## config.mk

```make
export PLATFORM = sky130hd
export DESIGN_NAME = pipe_hazard_ctrl
export DESIGN_NICKNAME = d
export VERILOG_FILES = /design/src/rtl/pipe_ctrl_pkg.sv /design/src/rtl/load_use_detect.sv /design/src/rtl/pipe_hazard_ctrl.sv
export SDC_FILE = /design/constraint.sdc
export NUM_CORES = 1
export LEC_CHECK = 0
export BUFFER_PORTS_ARGS = -buffer_cell sky130_fd_sc_hd__buf_2
export CORE_UTILIZATION = 55
export CTS_BUF_LIST = sky130_fd_sc_hd__clkbuf_16
export DETAILED_ROUTE_END_ITERATION = 16
export PLACE_DENSITY_LB_ADDON = 0.15
export SETUP_SLACK_MARGIN = 0.15
export SYNTH_ARGS = -nofsm -noshare
export SYNTH_HDL_FRONTEND = slang
export SYNTH_SLANG_ARGS = --single-unit
```

## constraint.sdc

```tcl
create_clock -name clk_i -period 3.35 [get_ports clk_i]
set_clock_uncertainty 0.05 [all_clocks]
set_input_delay 0.67 -clock clk_i [delete_from_list [all_inputs] [get_ports clk_i]]
set_output_delay 0.67 -clock clk_i [all_outputs]
set_load 0.005 [all_outputs]
```

## src/rtl/pipe_ctrl_pkg.sv

```systemverilog
`default_nettype none
// ============================================================================
// Module      : pipe_ctrl_pkg
// Description : Shared types and constants for the pipeline hazard controller
//               (controller state encoding, register-index width, default
//               halt drain length).
// Revision    : 1.0 - initial release
// ============================================================================
package pipe_ctrl_pkg;

   // Controller states: normal issue, draining after HALT, fully halted
   typedef enum logic [1:0] {
      ST_RUN    = 2'b00,
      ST_DRAIN  = 2'b01,
      ST_HALTED = 2'b10
   } state_e;

   // Cycles a HALT needs after leaving ID before it has retired from WB
   localparam int unsigned DRAIN_CYCLES_DEF = 3;

   // Width of an architectural register index
   localparam int unsigned REG_W = 3;

endpackage : pipe_ctrl_pkg
`default_nettype wire

```

## src/rtl/load_use_detect.sv

```systemverilog
`default_nettype none
// ============================================================================
// Module      : load_use_detect
// Description : Combinational load-use comparator. Flags when the instruction
//               in ID reads a register that a load currently in EX will write.
// Revision    : 1.0 - initial release
// ============================================================================
module load_use_detect
   import pipe_ctrl_pkg::*;
(
   input  logic             ex_mem_read_i,
   input  logic             ex_reg_write_i,
   input  logic [REG_W-1:0] ex_write_reg_i,
   input  logic [REG_W-1:0] id_rs_i,
   input  logic [REG_W-1:0] id_rt_i,
   input  logic             id_rs_valid_i,
   input  logic             id_rt_valid_i,
   output logic             load_use_o
);

   logic rs_hit;
   logic rt_hit;

   // A source only matters when the instruction actually reads that field
   assign rs_hit     = id_rs_valid_i && (id_rs_i == ex_write_reg_i);
   assign rt_hit     = id_rt_valid_i && (id_rt_i == ex_write_reg_i);
   assign load_use_o = ex_mem_read_i && ex_reg_write_i && (rs_hit || rt_hit);

endmodule : load_use_detect
`default_nettype wire

```

## src/rtl/pipe_hazard_ctrl.sv

```systemverilog
`default_nettype none
// ============================================================================
// Module      : pipe_hazard_ctrl
// Description : Hazard and sequencing controller for the five-stage core.
//               Decodes stall/flush/bubble controls for PC, IF/ID, ID/EX and
//               EX/MEM, runs the HALT drain state machine and keeps a
//               saturating count of cycles spent stalling or flushing.
// Revision    : 1.0 - initial release
// ============================================================================
module pipe_hazard_ctrl
   import pipe_ctrl_pkg::*;
#(
   parameter int unsigned DRAIN_CYCLES = DRAIN_CYCLES_DEF,
   parameter int unsigned CNT_W        = 16
) (
   input  logic             clk_i,
   input  logic             rst_ni,
   input  logic [REG_W-1:0] id_rs_i,
   input  logic [REG_W-1:0] id_rt_i,
   input  logic             id_rs_valid_i,
   input  logic             id_rt_valid_i,
   input  logic             id_halt_i,
   input  logic             ex_mem_read_i,
   input  logic             ex_reg_write_i,
   input  logic [REG_W-1:0] ex_write_reg_i,
   input  logic             ex_branch_taken_i,
   input  logic             imem_stall_i,
   input  logic             dmem_stall_i,
   output logic             pc_hold_o,
   output logic             ifid_hold_o,
   output logic             ifid_flush_o,
   output logic             idex_hold_o,
   output logic             idex_zero_o,
   output logic             exmem_hold_o,
   output logic             halt_done_o,
   output logic [CNT_W-1:0] stall_count_o
);

   localparam int unsigned DW = (DRAIN_CYCLES < 2) ? 1 : $clog2(DRAIN_CYCLES + 1);

   state_e           state_q, state_d;
   logic [DW-1:0]    drain_cnt_q, drain_cnt_d;
   logic [CNT_W-1:0] stall_count_q;

   logic load_use;
   logic pc_hold, ifid_hold, ifid_flush, idex_hold, idex_zero, exmem_hold, halt_done;
   logic any_ctrl;
   logic count_en;

   load_use_detect u_load_use_detect (
      .ex_mem_read_i  (ex_mem_read_i),
      .ex_reg_write_i (ex_reg_write_i),
      .ex_write_reg_i (ex_write_reg_i),
      .id_rs_i        (id_rs_i),
      .id_rt_i        (id_rt_i),
      .id_rs_valid_i  (id_rs_valid_i),
      .id_rt_valid_i  (id_rt_valid_i),
      .load_use_o     (load_use)
   );

   // Output decode and next-state logic; dmem_stall freezes everything so it
   // always takes precedence over any other event in RUN and DRAIN
   always_comb begin
      state_d     = state_q;
      drain_cnt_d = drain_cnt_q;
      pc_hold     = 1'b0;
      ifid_hold   = 1'b0;
      ifid_flush  = 1'b0;
      idex_hold   = 1'b0;
      idex_zero   = 1'b0;
      exmem_hold  = 1'b0;
      halt_done   = 1'b0;
      case (state_q)
         ST_RUN: begin
            if (dmem_stall_i) begin
               pc_hold    = 1'b1;
               ifid_hold  = 1'b1;
               idex_hold  = 1'b1;
               exmem_hold = 1'b1;
            end else if (ex_branch_taken_i) begin
               // Kills the two younger instructions, including a HALT in ID
               ifid_flush = 1'b1;
               idex_zero  = 1'b1;
            end else if (load_use) begin
               pc_hold   = 1'b1;
               ifid_hold = 1'b1;
               idex_zero = 1'b1;
            end else if (imem_stall_i) begin
               pc_hold    = 1'b1;
               ifid_flush = 1'b1;
            end else if (id_halt_i) begin
               pc_hold     = 1'b1;
               ifid_flush  = 1'b1;
               state_d     = ST_DRAIN;
               drain_cnt_d = DW'(DRAIN_CYCLES);
            end
         end
         ST_DRAIN: begin
            if (dmem_stall_i) begin
               pc_hold    = 1'b1;
               ifid_hold  = 1'b1;
               idex_hold  = 1'b1;
               exmem_hold = 1'b1;
            end else begin
               pc_hold     = 1'b1;
               ifid_flush  = 1'b1;
               drain_cnt_d = drain_cnt_q - DW'(1);
               if (drain_cnt_q <= DW'(1)) begin
                  state_d = ST_HALTED;
               end
            end
         end
         ST_HALTED: begin
            pc_hold    = 1'b1;
            ifid_hold  = 1'b1;
            idex_hold  = 1'b1;
            exmem_hold = 1'b1;
            halt_done  = 1'b1;
         end
         default: begin
            state_d = ST_RUN;
         end
      endcase
   end

   assign any_ctrl = pc_hold | ifid_hold | ifid_flush | idex_hold | idex_zero | exmem_hold;
   assign count_en = (state_q != ST_HALTED) && any_ctrl && (stall_count_q != {CNT_W{1'b1}});

   // Controller state and drain counter
   always_ff @(posedge clk_i or negedge rst_ni) begin
      if (!rst_ni) begin
         state_q     <= ST_RUN;
         drain_cnt_q <= '0;
      end else begin
         state_q     <= state_d;
         drain_cnt_q <= drain_cnt_d;
      end
   end

   // Saturating count of cycles with any hold, flush or bubble active
   always_ff @(posedge clk_i or negedge rst_ni) begin
      if (!rst_ni) begin
         stall_count_q <= '0;
      end else if (count_en) begin
         stall_count_q <= stall_count_q + CNT_W'(1);
      end
   end

   // Controls are forced low for as long as reset is held
   assign pc_hold_o     = rst_ni & pc_hold;
   assign ifid_hold_o   = rst_ni & ifid_hold;
   assign ifid_flush_o  = rst_ni & ifid_flush;
   assign idex_hold_o   = rst_ni & idex_hold;
   assign idex_zero_o   = rst_ni & idex_zero;
   assign exmem_hold_o  = rst_ni & exmem_hold;
   assign halt_done_o   = rst_ni & halt_done;
   assign stall_count_o = stall_count_q;

endmodule : pipe_hazard_ctrl
`default_nettype wire

```

==> impl_metrics.csv <==
group,metric,value,unit
die,die-area,0.00278,mm2
logic_synthesis,syn_inst,146,
clock_tree,hold_buffers,0,
worst_setup_path,critical-path-top-delay-family,"flip-flops",
clock_tree,postCtsSetupRepairBufs,0,
run_status,status,"completed",
grt,overflow,0,
logic_synthesis,synth_enable_flop_cells,0,
logic_synthesis,synth_top_area_frac,0.354,
final_layout,nets,213,
logic_synthesis,synth_top_area_cell,"dfrtp_1",
timing,period_needed,2.71,ns
clock_tree,cts_root_buf,"clkbuf_16",
logic_synthesis,syn_area_per_cell,9.69,um2
final_layout,stdcell_area,0.00170,mm2
timing,finalHoldViolations,0,
die,io_pins,42,
worst_setup_path,crit_path_max_incr_delay,0.42,ns
power,ir_worst_vdd,619,uV
logic_synthesis,synthesis.nets,171,
die,core-area,0.00245,mm2
job,drv_cap,0,
worst_setup_path,start_kind,"flop",
place,gp_congestion,0.854,
logic_synthesis,synth_ff_type,"dfrtp_1",
route,first_pass_iters,5,
route,route.met3.wl,122,um
grt,grt_antenna_before_repair,0,
clock_tree,clk_latency,0.25,ns
final_layout,antenna_cells,0,
route,num_vias,1243,
place,portBuffers,41,
logic_synthesis,netlist_area,0.00142,mm2
worst_setup_path,crit_type,"flop to primary output",
power,p_per_area,720,mW/mm2
grt,grt_pass1_vias,1135,
logic_synthesis,yosysWarnings,0,
clock_tree,cts.sinks,20,
timing,tightest_slew,0.524,ns
logic_synthesis,yosysSeqAreaShare,0.354,
final_layout,drive_gt1_frac,0.316,
final_layout,final-instance-count-excl-fill,217,
route,wl,2.96,mm
worst_setup_path,regToRegEndpoint,"stall_count_o[1]",
route,drc,0,
route,drt_iter0_drc,29,
worst_setup_path,rr_startpoint,"state_q[1]",
worst_setup_path,reg2reg_depth,8,
logic_synthesis,synthTopCellsByArea,"dfrtp_1 (35%), xnor2_1 (11%), ha_1 (5.3%)",
die,die_w,52.7,um
worst_setup_path,r2r_slack,0.82,ns
place,dpl.hpwl,2.25,mm
clock_tree,cts_tree,"yes",
route,highest_layer,"met4",
logic_synthesis,postSynth.asyncResetShare,1.00,
timing,max_freq,369,MHz
clock_tree,h-tree-depth,1,
worst_hold_path,hold_path_class,"primary input to asynchronous set/reset pin",
power,leakage,0.000800,uW
worst_setup_path,worstPathMaxFanout,11,
route,wl_per_cell,13.6,um
logic_synthesis,synth.distinct_cells,46,
timing,max-slew-margin-rel,0.651,
place,dp_cells,213,
die,start_util,0.576,
final_layout,syn_to_final_growth,19.8,%
route,wirelength_met1,1.19,mm
route,viasPerCell,5.73,
grt,grt_max_degree,26,
worst_setup_path,slowest_stage,"dfrtp_1",
timing,setup_violations,0,
final_layout,post-route-util,0.691,
clock_tree,clockBufferDepth,2,
timing,setup-tns-final,0,ns
clock_tree,clkTransAtPathRegs,0.05,ns
worst_setup_path,path_cells,"inv_1 -> ha_1 -> inv_1 -> nor2_1 -> o21ai_0 -> o21ai_0 -> and2_1 -> buf_2",
worst_setup_path,worstSetupEndpointType,"primary output",
die,die_h,52.7,um
worst_setup_path,path_buf_inv,3,
die,rows,18,
clock_tree,cts_resized,0,
worst_setup_path,arrival,1.99,ns
route,ant_nets,0,
logic_synthesis,ys_ff_latch,20,
grt,grt_pass1_wl,4.78,mm
timing,hold_ws,0.339,ns
clock_tree,numCtsBuffers,3,
timing,finalMaxSlewViolations,0,
worst_setup_path,worstPathRequired,2.63,ns
worst_setup_path,worst-path-stages,8,
timing,period_share,0.809,
route,wl_met2,1.61,mm
timing,rsz0062_at_grt,"no",
grt,grt_usage,0.238,
place,dpl-instance-area,0.00162,mm2
[final cells by class]
| cell class | instances | area [um2] |
|---|---|---|
| clock buffers | 3 | 75.1 |
| clock inverters | 1 | 3.75 |
| fillers | 208 | 759 |
| inverters | 7 | 26.3 |
| multi-input cells | 115 | 847 |
| flip-flops and latches | 20 | 500 |
| well taps | 30 | 37.5 |
| repair buffers | 41 | 205 |
[routing by layer]
metal,GRT usage,vias up
met2,0.451,40
li1,-,603
met1,0.267,595
met4,0.0877,0
met3,0.0290,5
met5,0,-
[worst register-to-register path, delay by kind of cell, from the launching register on]
family / cells / cell delay [ns]
AOI/OAI and AO/OA: 2 / 0.68
adders and majority gates: 1 / 0.36
buffers and inverters: 2 / 0.21
DFF: 1 / 0.42
muxes: 1 / 0.29
and+or+nand+nor: 2 / 0.41
[cell usage in the layout, fill, tap and decap left out, types with 2 or more instances in the layout]
master	Yosys	final
a21oi_1	9	9
and2_1	3	3
and3_1	3	3
buf_2	0	41
clkbuf_16	0	3
dfrtp_1	20	20
ha_1	6	6
inv_1	7	7
nand2_1	12	12
nand3_1	6	6
nand3_2	2	2
nand3b_1	2	2
nand4_1	7	7
nor2_1	7	7
nor3_1	3	3
nor4_1	3	3
o21ai_0	6	6
xnor2_1	18	18
[registers in the layout, summed over array words and instances (netlist names)]
register	cells
stall_count_o	16
drain_cnt_q	2
state_q	2
[kinds of logic after synthesis]
kind of cell,synth area share
and+or+nand+nor,0.264
AOI/OAI and AO/OA,0.145
DFF,0.354
xor gates and xnor gates,0.118
buffers and inverters,0.0477
adders and majority gates,0.0530
muxes,0.0186
[Yosys cell counts, drive strengths merged (2+ instances only)]
| cell | n |
|---|---|
| dfrtp | 20 |
| xnor2 | 18 |
| nand2 | 12 |
| a21oi | 10 |
| nand3 | 8 |
| nand4 | 8 |
| nor2 | 8 |
| inv | 7 |
| ha | 6 |
| o21ai | 6 |
| nor3 | 5 |
| and2 | 4 |
| and3 | 4 |
| buf | 4 |
| nor4 | 3 |
| mux2 | 2 |
| nand3b | 2 |
| or2 | 2 |
[report_power, final]
| part | internal (uW) | total, uW | switching, uW |
|---|---|---|---|
| sequential | 311 | 386 | 75.5 |
| clock | 159 | 243 | 84.3 |
| combinational | 278 | 591 | 313 |
| total | 747 | 1220 | 473 |
[per-stage QoR]
stage / setup WS (ns) / power (uW)
after floorplan: 1.12 / 843
after global placement: 0.845 / 958
after detailed placement: 0.789 / 978
after CTS: 0.640 / 1220
after global routing: 0.509 / 1310
final: 0.640 / 1220
[worst max path at each step]
stage                 startpoint      endpoint  slack, ns
4_1_cts               state_q[1]  ifid_flush_o       0.64
3_5_place_dp   ex_write_reg_i[0]   ifid_hold_o       0.79
6_report              state_q[1]  ifid_flush_o       0.64
2_1_floorplan  ex_write_reg_i[0]   ifid_hold_o       1.12
3_3_place_gp   ex_write_reg_i[0]   ifid_hold_o       0.84
5_1_grt               state_q[0]  ifid_flush_o       0.51
(Power assumes the default switching activity.)
